==> config.mk <==
export PLATFORM = sky130hd
export DESIGN_NAME = bell_sched_flat
export DESIGN_NICKNAME = d
export VERILOG_FILES = /design/src/rtl/bell_pkg.sv /design/src/rtl/bell_sched_if.sv /design/src/rtl/bell_timer.sv /design/src/rtl/bell_sched.sv /design/src/flat_wrapper.sv
export SDC_FILE = /design/constraint.sdc
export NUM_CORES = 1
export LEC_CHECK = 0
export ABC_AREA = 1
export ABC_CLOCK_PERIOD_IN_PS = 1500
export CAP_MARGIN = 25
export CORE_AREA = 3 3 67 69
export DETAILED_ROUTE_END_ITERATION = 8
export DIE_AREA = 0 0 70 72
export PLACE_DENSITY_LB_ADDON = 0.05
export SETUP_SLACK_MARGIN = 0.4
export SYNTH_ARGS = -nofsm -noshare
export SYNTH_HDL_FRONTEND = slang
export SYNTH_SLANG_ARGS = --single-unit
==> constraint.sdc <==
create_clock -name CP -period 1.5 [get_ports CP]
set_input_delay 0.15 -clock CP [delete_from_list [all_inputs] [get_ports CP]]
set_output_delay 0.15 -clock CP [all_outputs]
set_load 0.03 [all_outputs]
==> src/rtl/bell_pkg.sv <==
// Shared types and constants for the buzzer sequencer: FSM state encoding,
// default durations and the BCD-hour to chime-count conversion.
package bell_pkg;

    typedef enum logic [2:0] {
        IDLE      = 3'd0,
        RING      = 3'd1,
        SNOOZE    = 3'd2,
        CHIME_ON  = 3'd3,
        CHIME_OFF = 3'd4
    } bellState_t;

    localparam int RING_SECS_DEF   = 60;
    localparam int SNOOZE_SECS_DEF = 300;
    localparam int MAX_SNOOZE_DEF  = 3;

    // Hour 00 and anything above 12 (including bad BCD digits) chime twelve times.
    function automatic logic [3:0] bcd_hour_to_count(input logic [3:0] hourH,
                                                     input logic [3:0] hourL);
        logic [7:0] v;
        v = 8'(hourH) * 8'd10 + 8'(hourL);
        if (v == 8'd0 || v > 8'd12) return 4'd12;
        return v[3:0];
    endfunction

endpackage

==> src/rtl/bell_sched_if.sv <==
// Request/status bundle between the clock's alarm, timebase and key logic
// (master) and the buzzer sequencer (slave).
interface bell_sched_if;
    logic       Tick;
    logic       BellEn;
    logic       SetBellMode;
    logic       AlarmMatch;
    logic       HourTop;
    logic [3:0] HourH;
    logic [3:0] HourL;
    logic       StopKey;
    logic       SnoozeKey;
    logic       Buzzer;
    logic       Ringing;
    logic       Snoozing;
    logic       Chiming;
    logic [1:0] SnoozeCnt;

    modport master (
        output Tick, BellEn, SetBellMode, AlarmMatch, HourTop, HourH, HourL,
               StopKey, SnoozeKey,
        input  Buzzer, Ringing, Snoozing, Chiming, SnoozeCnt
    );

    modport slave (
        input  Tick, BellEn, SetBellMode, AlarmMatch, HourTop, HourH, HourL,
               StopKey, SnoozeKey,
        output Buzzer, Ringing, Snoozing, Chiming, SnoozeCnt
    );
endinterface

==> src/rtl/bell_timer.sv <==
// Loadable down-counter advanced by the 1 Hz tick; expire flags the tick that
// takes the count from 1 to 0. A load in the same cycle wins over the tick.
module bell_timer #(
    parameter int W = 9
) (
    input  logic         CP,
    input  logic         CR,
    input  logic         tick,
    input  logic         load,
    input  logic [W-1:0] loadVal,
    output logic         expire
);

    logic [W-1:0] count;

    always_ff @(posedge CP or posedge CR) begin
        if (CR) begin
            count <= '0;
        end else if (load) begin
            count <= loadVal;
        end else if (tick && count != '0) begin
            count <= count - W'(1);
        end
    end

    assign expire = tick && (count == W'(1));

endmodule

==> src/rtl/bell_sched.sv <==
// Buzzer owner: arbitrates the alarm (ring/snooze/stop) against the hourly
// chime and drives the speaker enable plus status flags.
//
//   state     | meaning
//   IDLE      | buzzer free, waiting for alarm edge or top of hour
//   RING      | alarm sounding, timer counts the ring timeout
//   SNOOZE    | alarm silenced, timer counts down to the next ring
//   CHIME_ON  | hourly chime, beep audible for one tick period
//   CHIME_OFF | hourly chime, gap of one tick period; beep count decremented
module bell_sched
    import bell_pkg::*;
#(
    parameter int RING_SECS   = RING_SECS_DEF,
    parameter int SNOOZE_SECS = SNOOZE_SECS_DEF,
    parameter int MAX_SNOOZE  = MAX_SNOOZE_DEF
) (
    input  logic         CP,
    input  logic         CR,
    bell_sched_if.slave  bus
);

    localparam int TMAX = (RING_SECS > SNOOZE_SECS) ? RING_SECS : SNOOZE_SECS;
    localparam int TW   = $clog2(TMAX + 1);

    bellState_t    state, stateNext;
    logic [1:0]    snoozeCnt, snoozeCntNext;
    logic [3:0]    nCnt, nCntNext;
    logic          matchD;
    logic          armed;
    logic          trigger;
    logic          timerLoad;
    logic [TW-1:0] timerVal;
    logic          expire;

    bell_timer #(.W(TW)) uTimer (
        .CP      (CP),
        .CR      (CR),
        .tick    (bus.Tick),
        .load    (timerLoad),
        .loadVal (timerVal),
        .expire  (expire)
    );

    // armed blocks a false edge when AlarmMatch is already high out of reset.
    assign trigger = bus.AlarmMatch && !matchD && armed && bus.BellEn && !bus.SetBellMode;

    always_ff @(posedge CP or posedge CR) begin
        if (CR) begin
            state     <= IDLE;
            snoozeCnt <= 2'd0;
            nCnt      <= 4'd0;
            matchD    <= 1'b0;
            armed     <= 1'b0;
        end else begin
            state     <= stateNext;
            snoozeCnt <= snoozeCntNext;
            nCnt      <= nCntNext;
            matchD    <= bus.AlarmMatch;
            armed     <= armed || !bus.AlarmMatch;
        end
    end

    always_comb begin
        stateNext     = state;
        snoozeCntNext = snoozeCnt;
        nCntNext      = nCnt;
        timerLoad     = 1'b0;
        timerVal      = TW'(RING_SECS);
        case (state)
            IDLE: begin
                if (trigger) begin
                    stateNext     = RING;
                    timerLoad     = 1'b1;
                    snoozeCntNext = 2'd0;
                end else if (bus.HourTop && !bus.SetBellMode) begin
                    stateNext = CHIME_ON;
                    nCntNext  = bcd_hour_to_count(bus.HourH, bus.HourL);
                    timerLoad = 1'b1;
                    timerVal  = TW'(1);
                end
            end
            RING: begin
                if (!bus.BellEn || bus.SetBellMode || bus.StopKey) begin
                    stateNext = IDLE;
                end else if (bus.SnoozeKey) begin
                    if (int'(snoozeCnt) < MAX_SNOOZE) begin
                        stateNext     = SNOOZE;
                        timerLoad     = 1'b1;
                        timerVal      = TW'(SNOOZE_SECS);
                        snoozeCntNext = snoozeCnt + 2'd1;
                    end else begin
                        stateNext = IDLE;
                    end
                end else if (expire) begin
                    stateNext = IDLE;
                end
            end
            SNOOZE: begin
                if (!bus.BellEn || bus.SetBellMode || bus.StopKey) begin
                    stateNext = IDLE;
                end else if (expire) begin
                    stateNext = RING;
                    timerLoad = 1'b1;
                end
            end
            CHIME_ON, CHIME_OFF: begin
                if (trigger) begin
                    stateNext     = RING;
                    timerLoad     = 1'b1;
                    snoozeCntNext = 2'd0;
                end else if (bus.SetBellMode || bus.StopKey) begin
                    stateNext = IDLE;
                end else if (expire) begin
                    timerLoad = 1'b1;
                    timerVal  = TW'(1);
                    if (state == CHIME_ON) begin
                        stateNext = CHIME_OFF;
                    end else begin
                        nCntNext  = nCnt - 4'd1;
                        stateNext = (nCnt <= 4'd1) ? IDLE : CHIME_ON;
                    end
                end
            end
            default: stateNext = IDLE;
        endcase
    end

    assign bus.Buzzer    = (state == RING) || (state == CHIME_ON);
    assign bus.Ringing   = (state == RING);
    assign bus.Snoozing  = (state == SNOOZE);
    assign bus.Chiming   = (state == CHIME_ON) || (state == CHIME_OFF);
    assign bus.SnoozeCnt = snoozeCnt;

endmodule

==> src/flat_wrapper.sv <==
// flat-port wrapper written by rule: the top's interface ports become plain ports
module bell_sched_flat import bell_pkg::*;
#(
    parameter int RING_SECS   = RING_SECS_DEF,
    parameter int SNOOZE_SECS = SNOOZE_SECS_DEF,
    parameter int MAX_SNOOZE  = MAX_SNOOZE_DEF
)
  (CP, CR, bus_Tick, bus_BellEn, bus_SetBellMode, bus_AlarmMatch, bus_HourTop, bus_HourH, bus_HourL, bus_StopKey, bus_SnoozeKey, bus_Buzzer, bus_Ringing, bus_Snoozing, bus_Chiming, bus_SnoozeCnt);
  bell_sched_if bus_i ();
  input  logic CP;
  input  logic CR;
  input wire logic [$bits(bus_i.Tick)-1:0] bus_Tick;
  input wire logic [$bits(bus_i.BellEn)-1:0] bus_BellEn;
  input wire logic [$bits(bus_i.SetBellMode)-1:0] bus_SetBellMode;
  input wire logic [$bits(bus_i.AlarmMatch)-1:0] bus_AlarmMatch;
  input wire logic [$bits(bus_i.HourTop)-1:0] bus_HourTop;
  input wire logic [$bits(bus_i.HourH)-1:0] bus_HourH;
  input wire logic [$bits(bus_i.HourL)-1:0] bus_HourL;
  input wire logic [$bits(bus_i.StopKey)-1:0] bus_StopKey;
  input wire logic [$bits(bus_i.SnoozeKey)-1:0] bus_SnoozeKey;
  output wire logic [$bits(bus_i.Buzzer)-1:0] bus_Buzzer;
  output wire logic [$bits(bus_i.Ringing)-1:0] bus_Ringing;
  output wire logic [$bits(bus_i.Snoozing)-1:0] bus_Snoozing;
  output wire logic [$bits(bus_i.Chiming)-1:0] bus_Chiming;
  output wire logic [$bits(bus_i.SnoozeCnt)-1:0] bus_SnoozeCnt;
  assign bus_i.Tick = bus_Tick;
  assign bus_i.BellEn = bus_BellEn;
  assign bus_i.SetBellMode = bus_SetBellMode;
  assign bus_i.AlarmMatch = bus_AlarmMatch;
  assign bus_i.HourTop = bus_HourTop;
  assign bus_i.HourH = bus_HourH;
  assign bus_i.HourL = bus_HourL;
  assign bus_i.StopKey = bus_StopKey;
  assign bus_i.SnoozeKey = bus_SnoozeKey;
  assign bus_Buzzer = bus_i.Buzzer;
  assign bus_Ringing = bus_i.Ringing;
  assign bus_Snoozing = bus_i.Snoozing;
  assign bus_Chiming = bus_i.Chiming;
  assign bus_SnoozeCnt = bus_i.SnoozeCnt;
  bell_sched #(.RING_SECS(RING_SECS), .SNOOZE_SECS(SNOOZE_SECS), .MAX_SNOOZE(MAX_SNOOZE)) u_core (.CP(CP), .CR(CR), .bus(bus_i));
endmodule
==> out/metrics.cfg, run 1 <==
[placement]
placement_cell_area_sq_um=2470
half_perimeter_wire_length_after_placement_mm=3.37
place.port_buffers=22
finalWeightedCongestion=0.809
preCtsSetupSlack_ps=-837

[global_route]
first_global_vias=1807
grt_usage=0.187
grt_max_degree=21
antenna_violations_before_repair=0
globalRoute.totalOverflow=0
first_pass_grt_wire_length_mm=7.73

[worst_setup_path]
critical_path.startpoint_type=flip-flop
critical_path_peak_fanout=7
critPathKind=flip-flop to flip-flop
critPathCaptureType=flip-flop
path_cells=buf_6 -> buf_6 -> nor2_4 -> nand3_2 -> and2_4 -> nand3_4 -> inv_4 -> nand2_2 -> nand3_2
path_buf_inv=3
critical_path_required_ps=1650
max_stage_delay_ps=500
critical-path-slowest-cell=dfrtp_2
path_delay_family=simple AND/OR/NAND/NOR gates
worst_ep_arrival_time_ps=1750

[routing]
route.detailed.wl_per_inst_microns=11.6
detail_route.iter0.violations=66
routed-wl-met2_mm=2.34
routedLengthMet1_mm=2.09
detailedRoute.firstPassIterationCount=4
final_antenna_net_count=0
detailroute.via_count=1903
vias_per_cell=4.76
postRouteWirelength_mm=4.64
topRoutingLayerUsed=met4
remaining_drcs=0
route.met3.wl_microns=112

[floorplanning]
initial_utilization=0.443
core_sq_um=3970
die_height_microns=72
std_cell_rows=23
die-width_microns=70
floorplan.die_area_sq_um=5040
i_o_pin_cnt=23

[outcome]
outcome=complete, but fails checks
failed_checks=setup timing

[logic_synthesis]
synthCells=262
synth_edf_count=0
yosysWarnings=0
synth_async_sr_flop_share=1.00
netlist-cell-type-count=29
post_synthesis_instance_area_sq_um=1760
postSynthAreaPerCell_sq_um=6.72
synthFlopType=dfrtp_1
synthDominantCellAreaShare=0.284
synth.largest_area_cell=dfrtp_1
synthesis.nets=293
synth.area.top_cells=dfrtp_1 28%, nand2_1 15%, nor2_1 9.6%, ha_1 8.5%, inv_1 7.5%
postSynthRegisterBits=20
synth-seq-area-share=0.284
yosysMostFrequentCell=nand2_1
synth_top_cells_by_count=70 x nand2_1, 45 x nor2_1, 35 x inv_1

[layout]
final_nets=382
nFillCells=319
storage_element_area_sq_um=505
final_cell_area_sq_um=2900
diodes=0
flow.area_growth_from_synthesis_pct=64.7
multi_input_area_sq_um=1400
layout-drive-gt1-share=0.474

[power_and_ir_drop]
pwr-share-seq=0.203
vdd_ir_drop_max_uv=950
power_switching_mw=2.28
internal_power_mw=2.69
powerDensity_nw_per_um2=1710
power_frac_comb=0.711
swShare=0.459
clkPwrFrac=0.086
cellLeakagePower_nw=1.44

[run]
drv.max_cap_violation_count=0

[timing]
period_share=1.07
finalSetupViolations=16
final_max_slew_viol_count=0
setup_repair_after_global_routing_missed_its_margin=true
period_needed_ps=1600
max_slew.worst_pin.slew_ps=345
final_hold_viol_count=0
maximum_operating_frequency_mhz=623
finalWorstSetupSlack_ps=-105
clock_skew_ps=15.3
slew_headroom=0.769

[clocking]
clock-sinks=20
cts-root-buf=clkbuf_8
ctsHtreeMaxLevel=1
path_clk_slew_ps=90
tritoncts_clock_tree=done
worst_skew_pair.late_latency_ps=270
clk_path_buf_depth=2
cts_buffers=3
hold_buffers=0

[min_path]
hp-class=input pin to asynchronous set/reset pin

[power groups by stage]
| stage | Clock (mW) | Sequential, mW | Combinational [mW] |
|---|---|---|---|
| floorplan | 0 | 0.964 | 1.72 |
| global placement | 0 | 0.964 | 2.74 |
| detailed placement | 0 | 0.971 | 2.76 |
| CTS | 0.443 | 0.968 | 3.05 |
| global route | 0.475 | 1.04 | 3.89 |
| finish | 0.428 | 1.01 | 3.53 |
[metrics by stage]
| step | total power [mW] | hold slack, ps | setup TNS, ps | utilization | cells |
|---|---|---|---|---|---|
| 2_1_floorplan | 2.69 | 114 | -1100 | - | 262 |
| 3_3_place_gp | 3.70 | 428 | -6380 | 0.622 | 381 |
| 3_5_place_dp | 3.73 | 445 | -6520 | 0.622 | 381 |
| 4_1_cts | 4.46 | 211 | -650 | 0.674 | 393 |
| 5_1_grt | 5.41 | 249 | -2390 | 0.730 | 400 |
| 6_report | 4.97 | 202 | -920 | 0.730 | 400 |
[logic make-up after synthesis]
group,Yosys count,synth area share
buf+inv,40,0.0938
compound gates,22,0.0682
flops,20,0.284
xor+xnor,9,0.0448
simple gates,157,0.401
fa+ha+maj,14,0.108
[path summary, 6_finish.rpt]
path                                                       to  cells after the start  slack, ps                         from
max                        u_core.uTimer.count[4]$_DFFE_PP0P_                      9       -100  u_core.state[1]$_DFFE_PP0P_
min                        u_core.uTimer.count[5]$_DFFE_PP0P_                      3        200                           CR
max reg2reg                u_core.uTimer.count[4]$_DFFE_PP0P_                      9       -100  u_core.state[1]$_DFFE_PP0P_
min reg2reg                            u_core.armed$_DFF_PP0_                      2        450       u_core.armed$_DFF_PP0_
max in group asynchronous         u_core.state[0]$_DFFE_PP0P_                      3       1040                           CR
min in group CP                        u_core.armed$_DFF_PP0_                      2        450       u_core.armed$_DFF_PP0_
[timing repair]
action | CTS | global route
setup buffers | 8 | 7
gates resized for setup | 57 | 49
setup endpoints to repair | 24 | 23
cloned | 0 | 0
pin swaps | 32 | 27
[per-layer routing]
metal  vias up  global-route usage
met1       869               0.232
met4         0              0.0489
met3        11              0.0277
li1        998                   -
met5         -                   0
met2        25               0.340
[final cells by class]
type,instances,share of cell area
well taps,50,0.0216
clock buffers,4,0.0190
repair buffers,86,0.249
inverters,38,0.0535
multi-input cells,202,0.482
flip-flops and latches,20,0.174
[worst min-delay path, delay by kind of cell]
| family | cells | cell delay, ps |
|---|---|---|
| buffers and inverters | 3 | 710 |
[cells in the final DEF, fill, tap and decap left out, types with 4 or more instances in the layout]
cell             synthesis  layout
clkdlybuf4s50_1          0      10
nand2_4                  3       6
dfrtp_2                  0       4
ha_4                     0       4
inv_2                    3       8
nand4_1                  5       5
ha_1                    12       5
inv_1                   35      26
buf_4                    0      58
nor2_2                   2      10
nor2_1                  45      28
dfrtp_1                 20      16
xor2_1                   6       6
clkbuf_8                 0       4
buf_6                    2      10
o21ai_1                  3       6
nand3_2                  1       5
nor2_4                   1      10
nand3_1                 18      12
nand2_1                 70      53
a21oi_1                  6       5
nand2_2                  3      17
[flip-flops by register name (all words and copies together), names as in the netlist]
register              cells
u_core.bus.SnoozeCnt      2
u_core.uTimer.count       9
u_core.matchD             1
u_core.armed              1
u_core.state              3
u_core.nCnt               4
Note: power is estimated with default switching activity, not from simulation.
==> run 2, diff against run 1 <==
--- a/config.mk
+++ b/config.mk
@@ -6,11 +6,11 @@
 export NUM_CORES = 1
 export LEC_CHECK = 0
 export ABC_AREA = 1
-export ABC_CLOCK_PERIOD_IN_PS = 1500
+export ABC_CLOCK_PERIOD_IN_PS = 1400
 export CAP_MARGIN = 25
-export CORE_AREA = 3 3 67 69
+export CORE_AREA = 3 3 76 78
 export DETAILED_ROUTE_END_ITERATION = 8
-export DIE_AREA = 0 0 70 72
+export DIE_AREA = 0 0 79 81
 export PLACE_DENSITY_LB_ADDON = 0.05
 export SETUP_SLACK_MARGIN = 0.4
 export SYNTH_ARGS = -nofsm -noshare
==> constraint.sdc (replaced) <==
create_clock -name CP -period 1.4 [get_ports CP]
set_input_delay 0.14 -clock CP [delete_from_list [all_inputs] [get_ports CP]]
set_output_delay 0.14 -clock CP [all_outputs]
set_load 0.03 [all_outputs]
==> out/metrics.cfg, run 2 (synthesis gave the netlist of run 1 again) <==
[outcome]
outcome=complete, but fails checks
failed_checks=setup timing

[run]
drv.max_cap_violation_count=0  ; unchanged

[clocking]
path_clk_slew_ps=90  ; about the same
tritoncts_clock_tree=done
cts_buffers=3  ; unchanged
cts-root-buf=clkbuf_8
clk_path_buf_depth=2  ; unchanged
clock-sinks=20  ; unchanged
ctsHtreeMaxLevel=1  ; unchanged
worst_skew_pair.late_latency_ps=260  ; about the same

[layout]
layout.cells.most_common_list=63 x buf_4, 47 x nand2_1, 27 x inv_1, 27 x nor2_1, 23 x nand2_2
utilization_after_layout=0.605  ; -0.125
nFillCells=493  ; +55%
final_nets=394  ; +3.1%
most_common_library_cell_in_the_layout_ignoring_fill_and_taps=buf_4
largest_register_ffs=9  ; unchanged
layout-drive-gt1-share=0.517  ; +0.0423
regMostFlops=u_core.uTimer.count
diodes=0  ; unchanged
reg.largest.list=u_core.uTimer.count: 9 flops, u_core.nCnt: 4 flops, u_core.state: 3 flops
flow.area_growth_from_synthesis_pct=76.7
final_cell_area_sq_um=3110  ; +7.2%

[power_and_ir_drop]
powerDensity_nw_per_um2=1820  ; +6.4%
pwr-share-seq=0.189  ; -0.014
clkPwrFrac=0.083  ; -0.003
cellLeakagePower_nw=1.50  ; +4.4%
swShare=0.450  ; -0.00945
power_switching_mw=2.55  ; +12%
internal_power_mw=3.12  ; +16%
power_frac_comb=0.728  ; +0.017
vdd_ir_drop_max_uv=842  ; -11%

[timing]
setup_repair_after_global_routing_missed_its_margin=true
maximum_operating_frequency_mhz=620  ; -0.57%
clock_skew_ps=6.03  ; -9.23 ps
slew_headroom=0.813  ; +0.0443
finalWorstSetupSlack_ps=-214  ; -109 ps
period_needed_ps=1610  ; +9.27 ps
final_max_slew_viol_count=0  ; unchanged
finalSetupViolations=21  ; +5
final_hold_viol_count=0  ; unchanged
max_slew.worst_pin.slew_ps=280  ; -65.2 ps
period_share=1.15  ; +0.0830

[global_route]
antenna_violations_before_repair=0  ; unchanged
first_global_vias=1885  ; +4.3%
first_pass_grt_wire_length_mm=8.25  ; +6.8%
grt_max_degree=21  ; unchanged
globalRoute.totalOverflow=0  ; unchanged
grt_usage=0.160  ; -0.0271

[min_path]
hp-class=input pin to asynchronous set/reset pin

[worst_setup_path]
critical_path_required_ps=1570  ; -80 ps
critPathCaptureType=flip-flop
critical_path.startpoint_type=flip-flop
worst_ep_arrival_time_ps=1780  ; +30 ps
critPathKind=flip-flop to flip-flop
critical_path_peak_fanout=7  ; unchanged

[placement]
half_perimeter_wire_length_after_placement_mm=3.55  ; +5.5%
finalWeightedCongestion=0.833  ; +3.0%
place.port_buffers=22  ; unchanged
placement_cell_area_sq_um=2560  ; +3.9%

[floorplanning]
initial_utilization=0.343  ; -0.101
i_o_pin_cnt=23  ; unchanged
die-width_microns=79  ; +13%
core_sq_um=5140  ; +29%
die_height_microns=81  ; +13%
floorplan.die_area_sq_um=6400  ; +27%
std_cell_rows=26  ; +13%

[routing]
detailedRoute.firstPassIterationCount=4  ; unchanged
detailroute.via_count=1911  ; +0.42%
detail_route.iter0.violations=46  ; -30%
vias_per_cell=4.42  ; -7.0%
final_antenna_net_count=0  ; unchanged
postRouteWirelength_mm=4.91  ; +5.8%
remaining_drcs=0  ; unchanged
route.detailed.wl_per_inst_microns=11.4  ; -2.0%

==> run 2: cell count changes in the layout (fill, tap and decap cells not counted), sizes merged <==
cell,before,now
clkdlybuf4s15,2,0
buf,72,86
==> run 2: worst paths after layout <==
check                      cells past startpoint                                from  slack, ps                            endpoint
setup reg to reg                              12         u_core.state[0]$_DFFE_PP0P_       -210  u_core.uTimer.count[3]$_DFFE_PP0P_
setup / recovery                              12         u_core.state[0]$_DFFE_PP0P_       -210  u_core.uTimer.count[3]$_DFFE_PP0P_
hold reg to reg                                2  u_core.uTimer.count[8]$_DFFE_PP0P_        550  u_core.uTimer.count[8]$_DFFE_PP0P_
min in group CP                                1                      bus_AlarmMatch        380             u_core.matchD$_DFF_PP0_
max in group asynchronous                      3                                  CR        960         u_core.state[1]$_DFFE_PP0P_
hold / removal                                 3                                  CR        200  u_core.uTimer.count[5]$_DFFE_PP0P_
==> run 2: power by group through the flow <==
stage,logic (mW),registers [mW],clock network (mW)
final,4.13,1.07,0.472
after global routing,4.58,1.12,0.505
after CTS,3.82,1.05,0.487
after detailed placement,3.12,1.03,0
after global placement,3.12,1.03,0
after floorplan,1.84,1.03,0
==> run 2: per-layer routing <==
| layer | vias up | part of all wire | track usage |
|---|---|---|---|
| met5 | - | 0 | 0 |
| met4 | 0 | 0.0092 | 0.0395 |
| met3 | 4 | 0.026 | 0.0200 |
| met2 | 25 | 0.50 | 0.282 |
| met1 | 860 | 0.46 | 0.208 |
| li1 | 1022 | - | - |
==> run 2: critical path, stage by stage, from the launching register on <==
cell and delay [ps]:
dfrtp_2 490, nor2_4 200, nand2_1 100, nand3_1 80, nand2_1 50, inv_1 60, nand2_2 60, nand2_4 140
nand2_8 90, nand2_8 100, nand2_2 60, nand2_2 50, nand2_2 50
==> run 2: metrics by stage <==
stage | worst slack [ps] | hold slack (ps) | setup TNS, ps | power [mW] | instances
after CTS | -166 | 208 | -2360 | 5.36 | 429
after floorplan | -320 | 104 | -2190 | 2.88 | 262
final | -214 | 195 | -2960 | 5.67 | 432
after detailed placement | -940 | 501 | -9160 | 4.16 | 412
after global routing | -345 | 243 | -5240 | 6.20 | 432
after global placement | -910 | 500 | -9150 | 4.14 | 412
==> run 2: cell type report <==
cell class / count / area, sq um / share of cell area
clock buffers: 4 / 55.1 / 0.0177
inverters: 38 / 153 / 0.0491
multi-input cells: 202 / 1470 / 0.473
flip-flops and latches: 20 / 505 / 0.163
well taps: 70 / 87.6 / 0.0282
repair buffers: 98 / 837 / 0.269
==> run 2: repair_timing <==
| action | 4_1_cts | 5_1_grt |
|---|---|---|
| setup endpoints to repair | 24 | 24 |
| hold buffers | 0 | 0 |
| setup buffers | 13 | 3 |
| gates resized for setup | 101 | 32 |
| pin swaps | 39 | 20 |
==> run 3, diff against run 2 <==
--- a/config.mk
+++ b/config.mk
@@ -9,6 +9,7 @@
 export ABC_CLOCK_PERIOD_IN_PS = 1400
 export CAP_MARGIN = 25
 export CORE_AREA = 3 3 76 78
+export CTS_BUF_LIST = sky130_fd_sc_hd__clkbuf_4 sky130_fd_sc_hd__clkbuf_8 sky130_fd_sc_hd__clkbuf_16
 export DETAILED_ROUTE_END_ITERATION = 8
 export DIE_AREA = 0 0 79 81
 export PLACE_DENSITY_LB_ADDON = 0.05
==> results of run 3 <==
The final DEF is identical to that of run 2; final timing and power are the same.
